File: src/rtl/tail_light_pkg.sv
// Shared types and constants for the rear turn/hazard lamp sequencer.
package tail_light_pkg;

  typedef enum logic [1:0] {
    MODE_IDLE  = 2'd0,
    MODE_LEFT  = 2'd1,
    MODE_RIGHT = 2'd2,
    MODE_HAZ   = 2'd3
  } mode_e;

  localparam int STEP_W = 3;

  // Number of animation steps in one turn sweep and one hazard sweep.
  localparam logic [STEP_W-1:0] TURN_STEPS = 3'd4;
  localparam logic [STEP_W-1:0] HAZ_STEPS  = 3'd6;

  // Patterns in left-bank orientation (bit 2 innermost); the right bank is the mirror.
  localparam logic [2:0] TURN_PAT [4] = '{3'b000, 3'b100, 3'b110, 3'b111};
  // Padded to 8 entries so the full step value indexes it directly.
  localparam logic [2:0] HAZ_PAT  [8] = '{3'b000, 3'b100, 3'b110, 3'b111,
                                          3'b110, 3'b100, 3'b000, 3'b000};

  // Convert a left-bank pattern to the right bank (innermost lamp is bit 0 there).
  function automatic logic [2:0] mirror3(input logic [2:0] v);
    return {v[0], v[1], v[2]};
  endfunction

endpackage

File: src/rtl/tl_step_timer.sv
// Animation timer: prescaler producing a step tick every TICK_DIV cycles and a
// step counter that wraps at a caller-supplied limit.
module tl_step_timer
  import tail_light_pkg::*;
#(
  parameter int TICK_DIV = 4
) (
  input  logic              clk,
  input  logic              rst,
  input  logic              restart,
  input  logic [STEP_W-1:0] limit,
  output logic [STEP_W-1:0] step_nx,
  output logic              wrap
);

  localparam int            PW   = (TICK_DIV > 1) ? $clog2(TICK_DIV) : 1;
  localparam logic [PW-1:0] PMAX = PW'(TICK_DIV - 1);

  logic [PW-1:0]     presc_q, presc_nx;
  logic [STEP_W-1:0] step_q;
  logic              tick, last;

  // Next prescaler/step values; a restart forces both back to zero.
  always_comb begin
    // NOTE: every output of a combinational block gets a default first so no path infers a latch.
    tick     = (presc_q == PMAX);
    last     = (step_q == limit - 1'b1);
    wrap     = tick && last;
    presc_nx = tick ? '0 : presc_q + 1'b1;
    step_nx  = step_q;
    if (restart) begin
      presc_nx = '0;
      step_nx  = '0;
    end else if (tick) begin
      step_nx = last ? '0 : step_q + 1'b1;
    end
  end

  // Prescaler and step registers.
  always_ff @(posedge clk) begin
    // NOTE: state registers use non-blocking assignments so all flops update from pre-edge values.
    if (rst) begin
      presc_q <= '0;
      step_q  <= '0;
    end else begin
      presc_q <= presc_nx;
      step_q  <= step_nx;
    end
  end

endmodule

File: src/rtl/tail_light_ctrl.sv
// Rear turn/hazard lamp sequencer: lever edge latch, hazard arbitration,
// turn self-cancel and registered lamp pattern decode.
// Optional feature: define TAIL_LIGHT_BRAKE_EN to add the brake input, which
// lights the non-animating bank(s) solid outside hazard mode.
module tail_light_ctrl
  import tail_light_pkg::*;
#(
  parameter int TICK_DIV      = 4,
  parameter int CANCEL_CYCLES = 8
) (
  input  logic       clk,
  input  logic       rst,
  input  logic       lt_req,
  input  logic       rt_req,
  input  logic       haz_req,
  input  logic       cancel,
`ifdef TAIL_LIGHT_BRAKE_EN
  input  logic       brake,
`endif
  output logic [2:0] li,
  output logic [2:0] ri,
  output logic [1:0] mode
);

  localparam int            CW      = (CANCEL_CYCLES > 1) ? $clog2(CANCEL_CYCLES) : 1;
  localparam bit            SC_EN   = (CANCEL_CYCLES > 0);
  localparam logic [CW-1:0] SC_LAST = CW'(CANCEL_CYCLES - 1);

  logic              lt_q, rt_q;
  mode_e             latch_q, latch_nx;
  mode_e             mode_q, mode_nx;
  logic [CW-1:0]     sweep_q, sweep_nx;
  logic [2:0]        li_nx, ri_nx;
  logic              lt_edge, rt_edge, turn_active, sc_fire, restart, wrap;
  logic [STEP_W-1:0] limit, step_nx;

  tl_step_timer #(.TICK_DIV(TICK_DIV)) u_timer (
    .clk     (clk),
    .rst     (rst),
    .restart (restart),
    .limit   (limit),
    .step_nx (step_nx),
    .wrap    (wrap)
  );

  // Turn latch, arbitration and self-cancel bookkeeping.
  always_comb begin
    lt_edge     = lt_req & ~lt_q;
    rt_edge     = rt_req & ~rt_q;
    turn_active = (mode_q == MODE_LEFT) || (mode_q == MODE_RIGHT);
    sc_fire     = SC_EN && turn_active && wrap && (sweep_q == SC_LAST);

    latch_nx = latch_q;
    if (cancel || sc_fire) begin
      latch_nx = MODE_IDLE;
    end else if (lt_edge && !rt_edge) begin
      latch_nx = (latch_q == MODE_LEFT) ? MODE_IDLE : MODE_LEFT;
    end else if (rt_edge && !lt_edge) begin
      latch_nx = (latch_q == MODE_RIGHT) ? MODE_IDLE : MODE_RIGHT;
    end

    // Self-cancel blanks the lamps on the wrap edge itself; lever changes show a cycle later.
    if (haz_req)      mode_nx = MODE_HAZ;
    else if (sc_fire) mode_nx = MODE_IDLE;
    else              mode_nx = latch_q;

    restart = (mode_nx != mode_q);

    if (mode_q == MODE_HAZ) limit = HAZ_STEPS;
    else if (turn_active)   limit = TURN_STEPS;
    else                    limit = 3'd1;

    // Sweep count is frozen in hazard mode because turn_active is false there.
    sweep_nx = sweep_q;
    if (latch_nx != latch_q)      sweep_nx = '0;
    else if (turn_active && wrap) sweep_nx = sweep_q + 1'b1;
  end

  // Lamp pattern for the mode/step that take effect on this edge.
  always_comb begin
    li_nx = 3'b000;
    ri_nx = 3'b000;
    case (mode_nx)
      MODE_LEFT:  li_nx = TURN_PAT[step_nx[1:0]];
      MODE_RIGHT: ri_nx = mirror3(TURN_PAT[step_nx[1:0]]);
      MODE_HAZ: begin
        li_nx = HAZ_PAT[step_nx];
        ri_nx = mirror3(HAZ_PAT[step_nx]);
      end
      default: ;
    endcase
`ifdef TAIL_LIGHT_BRAKE_EN
    if (brake) begin
      case (mode_nx)
        MODE_IDLE: begin
          li_nx = 3'b111;
          ri_nx = 3'b111;
        end
        MODE_LEFT:  ri_nx = 3'b111;
        MODE_RIGHT: li_nx = 3'b111;
        default: ;
      endcase
    end
`endif
  end

  // Control state and registered lamp outputs.
  always_ff @(posedge clk) begin
    // NOTE: every register here is reset, including the lever history, so a lever held through reset reads as a fresh edge.
    if (rst) begin
      lt_q    <= 1'b0;
      rt_q    <= 1'b0;
      latch_q <= MODE_IDLE;
      mode_q  <= MODE_IDLE;
      sweep_q <= '0;
      li      <= 3'b000;
      ri      <= 3'b000;
    end else begin
      lt_q    <= lt_req;
      rt_q    <= rt_req;
      latch_q <= latch_nx;
      mode_q  <= mode_nx;
      sweep_q <= sweep_nx;
      li      <= li_nx;
      ri      <= ri_nx;
    end
  end

  assign mode = mode_q;

endmodule
File: config.mk
export PLATFORM = sky130hd
export DESIGN_NAME = tail_light_ctrl
export DESIGN_NICKNAME = d
export VERILOG_FILES = /design/src/rtl/tail_light_pkg.sv /design/src/rtl/tl_step_timer.sv /design/src/rtl/tail_light_ctrl.sv
export SDC_FILE = /design/constraint.sdc
export NUM_CORES = 1
export LEC_CHECK = 0
export CAP_MARGIN = 20
export CORE_MARGIN = 2
export CORE_UTILIZATION = 54
export DETAILED_ROUTE_END_ITERATION = 12
export PLACE_DENSITY = 0.78
export SYNTH_ARGS = -nofsm -noshare
export SYNTH_HDL_FRONTEND = slang
export SYNTH_SLANG_ARGS = --single-unit
File: constraint.sdc
create_clock -name clk -period 2.5 [get_ports clk]
set_input_delay 0.625 -clock clk [delete_from_list [all_inputs] [get_ports clk]]
set_output_delay 0.625 -clock clk [all_outputs]
set_load 0.01 [all_outputs]
=== After elaboration in Yosys (flattened, before gate mapping) ===
Memories as Yosys holds them, arrays and structs flattened.
Cells that the tools add are included.

* ROM bits: 24
* Memories: 1
* Output and inout port bits: 8
* Input port bits: 6
* Logic and storage cells: 65
* Register bits: 20

* Magnitude comparators: 2
* Reductions and logical operators: 11
* Equality and inequality tests: 13
* Multiplexer cells: 19
* Bitwise operators: 6
* Add/subtract/negate cells: 4

{| class="wikitable"
|+ Memories
! name !! depth !! bits a word !! rd ports !! clocked after Yosys merged registers in !! wr ports !! line !! source
|-
| (name not given) || 8 || 3 || 1 || 0 || 0 || tail_light_ctrl.sv:88 || <nowiki>ri_nx = mirror3(HAZ_PAT[step_nx]);</nowiki>
|}

{| class="wikitable"
|+ Operator list
! operator !! number
|-
| $mux 3 || 9
|-
| $eq 2x2->1 const B || 6
|-
| $mux 2 || 6
|-
| $pmux 3 s2 || 2
|-
| $add 3x1->3 const B || 2
|-
| $bmux 3 s2 || 1
|-
| $eq 2x1->1 const B || 3
|-
| $logic_and 1x1->1 || 5
|-
| $ge 4x4->1 const B || 1
|-
| $ne 2x2->1 || 2
|-
| $not 3->4 || 1
|-
| $eq 3x3->1 || 1
|-
| $eq 3x3->1 const B || 1
|-
| $ge 3x3->1 const B || 1
|-
| $not 2->3 || 1
|-
| $reduce_or 3->1 || 1
|-
| $sub 3x1->3 const B || 1
|-
| $add 2x1->2 const B || 1
|-
| $and 1x1->1 || 2
|-
| $logic_not 1->1 || 2
|-
| $logic_or 1x1->1 || 2
|-
| $not 1->1 || 2
|-
| $reduce_or 2->1 || 1
|-
| $mux 1 || 1
|}

=== Logic depth before layout (Yosys ltp) ===
* Depth in word-level cells: 18
* Mapped depth: 8
* Mapped depth without buffers: 7

=== By module ===
Synthesis repeated with hierarchy kept, for this count alone.

* Cell total of the unflattened synthesis: 121
* Area, all modules: 1,121.1 µm²

{| class="wikitable"
|+ Modules (own cells, without submodules)
! module !! cells each !! instances !! sequential area each (µm²) !! area each (µm²)
|-
| tail_light_ctrl || 92 || 1 || 300.3 || 802.0
|-
| tl_step_timer || 29 || 1 || 100.1 || 319.1
|}

=== Worst setup path before layout ===
OpenSTA, ideal clock, no wires.

* Path type: flip-flop to flip-flop
* From: reg mode_q[0] (netlist: mode[0])
* To: reg ri[2]
* Stages on the path, launching flop included: 8
* Path buffers: 0
* Setup slack: 0.429 ns
* Arrival time: 1.968 ns
* Setup time: 0.103 ns
* Data required time: 2.397 ns
* Path through: dfxtp_1 inv_1 ha_1 xor2_1 or4b_4 nand2_4 o21ai_2 a2111oi_2

* Word-level cells in the longest chain between the ends: 18
* Elaborated cells on any way between the ends: 28

{| class="wikitable"
|+ RTL lines
! item !! line !! source
|-
| from (decl) || tail_light_ctrl.sv:31 || <nowiki>mode_e mode_q, mode_nx;</nowiki>
|-
| from (signal assigned) || tail_light_ctrl.sv:122 || <nowiki>mode_q <= mode_nx;</nowiki>
|-
| $eq 2x1->1 or $eq 2x2->1 (tied branches) || tail_light_ctrl.sv:50 || <nowiki>turn_active = (mode_q == MODE_LEFT) || (mode_q == MODE_RIGHT);</nowiki>
|-
| $logic_or 1x1->1 || tail_light_ctrl.sv:50 ||
|-
| $mux 3 || tail_light_ctrl.sv:70 || <nowiki>else if (turn_active) limit = TURN_STEPS;</nowiki>
|-
| $mux 3 || tail_light_ctrl.sv:69 || <nowiki>if (mode_q == MODE_HAZ) limit = HAZ_STEPS;</nowiki>
|-
| $sub 3x1->3 || tl_step_timer.sv:27 || <nowiki>last = (step_q == limit - 1'b1);</nowiki>
|-
| $eq 3x3->1 || tl_step_timer.sv:27 ||
|-
| $logic_and 1x1->1 || tl_step_timer.sv:28 || <nowiki>wrap = tick && last;</nowiki>
|-
| $logic_and 1x1->1 (2 in a row) || tail_light_ctrl.sv:51 || <nowiki>sc_fire = SC_EN && turn_active && wrap && (sweep_q == SC_LAST);</nowiki>
|-
| $mux 2 || tail_light_ctrl.sv:64 || <nowiki>else if (sc_fire) mode_nx = MODE_IDLE;</nowiki>
|-
| $mux 2 || tail_light_ctrl.sv:63 || <nowiki>if (haz_req) mode_nx = MODE_HAZ;</nowiki>
|-
| $ne 2x2->1 || tail_light_ctrl.sv:67 || <nowiki>restart = (mode_nx != mode_q);</nowiki>
|-
| $mux 3 || tl_step_timer.sv:31 || <nowiki>if (restart) begin</nowiki>
|-
| $not 3->4 (not written as such) or $not 2->3 (tied branches) || tail_light_ctrl.sv:88, tail_light_ctrl.sv:85 ||
|-
| $mem_v2 8x3 or $bmux 3 s2 (tied branches) || n/a ||
|-
| $mux 3, on equally long branches (2 in a row) || tail_light_ctrl.sv:88, tail_light_ctrl.sv:85 ||
|-
| $pmux 3 s2 * || tail_light_ctrl.sv:83 || <nowiki>case (mode_nx)</nowiki>
|-
| to (signal assigned) || tail_light_ctrl.sv:125 || <nowiki>ri <= ri_nx;</nowiki>
|-
| to (decl) || tail_light_ctrl.sv:21 || <nowiki>output logic [2:0] ri,</nowiki>
|}

Mark *: on every way between the ends. The rest lies on a longest branch, timed or not. The select of a mux whose other input is x is not followed.
A chain may end at the register's enable or synchronous reset.

=== Worst setup path in the final report ===
* From: reg mode_q[0] (netlist: mode[0])
* To: reg li[1]

* Word-level cells in the longest chain between the ends: 18
* Elaborated cells on any way between the ends: 28

{| class="wikitable"
|+ RTL lines
! item !! line !! source
|-
| $eq 2x1->1 or $eq 2x2->1 (tied branches) || tail_light_ctrl.sv:50 ||
|-
| $logic_or 1x1->1 || tail_light_ctrl.sv:50 ||
|-
| $mux 3 || tail_light_ctrl.sv:70 ||
|-
| $mux 3 || tail_light_ctrl.sv:69 ||
|-
| $sub 3x1->3 || tl_step_timer.sv:27 ||
|-
| $eq 3x3->1 || tl_step_timer.sv:27 ||
|-
| $logic_and 1x1->1 || tl_step_timer.sv:28 ||
|-
| $logic_and 1x1->1 (2 in a row) || tail_light_ctrl.sv:51 ||
|-
| $mux 2 || tail_light_ctrl.sv:64 ||
|-
| $mux 2 || tail_light_ctrl.sv:63 ||
|-
| $ne 2x2->1 || tail_light_ctrl.sv:67 ||
|-
| $mux 3 || tl_step_timer.sv:31 ||
|-
| $not 3->4 (not written as such) or $not 2->3 (tied branches) || tail_light_ctrl.sv:87, tail_light_ctrl.sv:84 ||
|-
| $mem_v2 8x3 or $bmux 3 s2 (tied branches) || n/a ||
|-
| $mux 3, on equally long branches (2 in a row) || n/a ||
|-
| $pmux 3 s2 * || tail_light_ctrl.sv:83 ||
|-
| to (signal assigned) || tail_light_ctrl.sv:124 || <nowiki>li <= li_nx;</nowiki>
|-
| to (decl) || tail_light_ctrl.sv:20 || <nowiki>output logic [2:0] li,</nowiki>
|}

Marked as above.

==> flow_metrics.py <==
metrics = {
    "timing": {
        "slew-limit-headroom_pct": 65.9,
        "worst_slack_ns": 0.226,
        "setup_tns_ns": 0,
        "post-route-min-period_ns": 2.27,
        "hold_violations": 0,
        "slew_violations": 0,
        "skew_ns": 0.0139,
        "period_share_pct": 91.0,
        "worst_pin_slew_ns": 0.498,
        "setup_viol": 0,
        "rsz0062_at_grt": "no",
        "max_freq_ghz": 0.440,
    },
    "critical_path": {
        "crit_path_end_kind": "register",
        "worstSetupPathType": "reg -> reg",
        "crit_arrival_ns": 2.53,
        "required_ns": 2.75,
        "cp_max_fo": 6,
        "start_kind": "register",
    },
    "finish": {
        "final_util_pct": 69.4,
        "multiInputGateArea_um2": 689,
        "syn2layout_area_growth_pct": 20.9,
        "final_common_cell": "dfxtp_1",
        "drive_gt1_share_pct": 14.1,
        "n_antenna_cell": 0,
        "layout.nets": 155,
        "fin_area_um2": 1380,
        "fillers": 156,
        "final_cell_mix": "dfxtp_1 (20), nor2_1 (14), clkdlybuf4s50_1 (13)",
        "seqCellArea_um2": 400,
    },
    "pwr": {
        "power_mw": 0.681,
        "p_leak_nw": 0.509,
        "power-per-cell-area_nw_per_um2": 495,
        "ir_worst_vdd_uv": 380,
    },
    "yosys": {
        "synth-main-ff-cell": "dfxtp_1",
        "yosysSeqAreaShare_pct": 35.2,
        "ys_types": 43,
        "synth_edf_count": 0,
        "synth-seq-cells": 20,
        "synth_area_per_cell_um2": 9.10,
        "synth_nets": 137,
        "synthCells": 125,
        "yosys.area.top_type": "dfxtp_1",
        "syn_area_um2": 1140,
        "yosys_warnings": 0,
        "async_flop_share_pct": 0,
        "synth_top_area_share_pct": 35.2,
        "ys_top_cells_by_area": "dfxtp_1 (35%), ha_1 (6.6%), nor2_1 (4.6%)",
    },
    "global_routing": {
        "grt_antenna_before_repair": 0,
        "globalRouteOverflowTotal": 0,
        "grt_pass1_wl_um": 4200,
        "grt_pass1_vias": 933,
        "grt_max_degree": 13,
        "grt_usage_pct": 22.2,
    },
    "worst_hold_path": {
        "hold_path.class": "reg -> reg",
    },
    "clocking": {
        "cts_resized": 0,
        "cts_buffers": 3,
        "cts.htree.levels": 1,
        "ctsRootBufferMaster": "clkbuf_4",
        "cts_sinks": 20,
        "clk_pin_slew_ns": 0.13,
        "cts_tree": "done",
        "ctsHoldBuffers": 0,
        "worstSkewPairLatency_ns": 0.32,
        "post-cts-setup-buffer-count": 0,
        "cts_buffer_depth": 2,
    },
    "placed_design": {
        "placed_area_um2": 1320,
        "dp_hpwl_um": 1860,
        "dpl_worst_slack_ns": 0.150,
        "routabilityCongestion": 0.808,
        "io_buffers": 13,
    },
    "die": {
        "dieArea_um2": 2490,
        "io_pins": 14,
        "start_util_pct": 57.4,
        "die_w_um": 49.9,
        "row_count": 16,
        "die_h_um": 49.9,
        "coreArea_um2": 1980,
    },
    "detailed_routing": {
        "drt_pre_antenna_iters": 4,
        "m1WireLength_um": 1020,
        "routed-wl-met3_um": 107,
        "drc": 0,
        "drt_wl_total_um": 2410,
        "met2_length_um": 1240,
        "top_layer": "met4",
        "vias": 995,
        "drtIter0Drc": 34,
        "viasPerCell": 5.89,
        "wl_per_cell_um": 14.3,
        "drtAntennaViolNets": 0,
    },
    "run": {
        "cap_violations": 0,
    },
    "outcome": {
        "status": "finished clean",
    },
}
==> through the flow <==
| step | cells | hold slack [ns] |
|---|---|---|
| after global routing | 169 | 0.491 |
| after CTS | 169 | 0.477 |
| final | 169 | 0.461 |
| after global placement | 165 | 0.418 |
| after detailed placement | 165 | 0.460 |
| after floorplan | 125 | 0.404 |
==> registers in the layout, indices dropped and copies added (netlist names) <==
| signal | flops |
|---|---|
| sweep_q | 3 |
| li | 3 |
| u_timer.step_q | 3 |
| mode | 2 |
| ri | 3 |
| latch_q | 2 |
| lt_q | 1 |
| rt_q | 1 |
| u_timer.presc_q | 2 |
==> final timing paths <==
| path | startpoint | end | slack, ns | depth (start not counted) |
|---|---|---|---|---|
| worst max-delay path | mode[0] | li[1] | 0.23 | 7 |
| worst min-delay path | u_timer.presc_q[0] | u_timer.presc_q[0] | 0.46 | 1 |
| worst max register to register | mode[0] | li[1] | 0.23 | 7 |
| worst min register to register | u_timer.presc_q[0] | u_timer.presc_q[0] | 0.46 | 1 |
==> layout make-up <==
class                   count  share of cell area, %
flip-flops and latches     20                   29.1
multi-input cells          95                   50.1
well taps                  27                   2.46
clock buffers               3                   1.64
inverters                   5                   1.36
repair buffers             18                   13.1
clock inverters             1                   2.18
==> layer usage <==
| layer | vias up | track usage, % |
|---|---|---|
| met4 | 0 | 9.72 |
| li1 | 481 | - |
| met5 | - | 0 |
| met1 | 484 | 27.7 |
| met2 | 25 | 38.7 |
| met3 | 5 | 1.82 |
==> report_power, final <==
group,switching [mW],total [mW],internal [mW]
sequential,0.00735,0.332,0.325
combinational,0.0413,0.0782,0.0368
clock,0.109,0.271,0.162
total,0.157,0.681,0.524
==> critical path, cell delays in order, from the launching register on <==
cell      delay (ns)
dfxtp_1         0.45
inv_1           0.11
ha_1            0.39
xor2_1          0.20
or4b_4          0.54
a311oi_2        0.27
nand2_1         0.11
a21oi_2         0.14
==> cell families (layout without fill, tap and decap cells) <==
logic type | Yosys count | count (layout) | synth area share, %
AO/OA/AOI/OAI | 25 | 25 | 17.2
XOR/XNOR | 7 | 7 | 6.05
adder cells (fa/ha/maj) | 6 | 6 | 6.60
buffers and inverters | 10 | 27 | 4.18
flip-flops | 20 | 20 | 35.2
multiplexers | 5 | 5 | 4.40
AND/OR/NAND/NOR | 52 | 52 | 26.4
==> synth_stat cells, types with 2 or more instances <==
cell       number
ha_1            6
a31oi_1         2
nor2_1         14
and4_1          2
nand3_1         2
xnor2_1         3
o21bai_1        2
mux2i_1         5
nor3b_1         3
xor2_1          3
nor3_1          7
dfxtp_1        20
nor2b_1         6
clkbuf_1        2
inv_1           5
o22ai_1         2
a2111oi_2       2
nand2_1         8
o21ai_0         2
buf_2           2
a21oi_1         5
(Power assumes the default switching activity.)
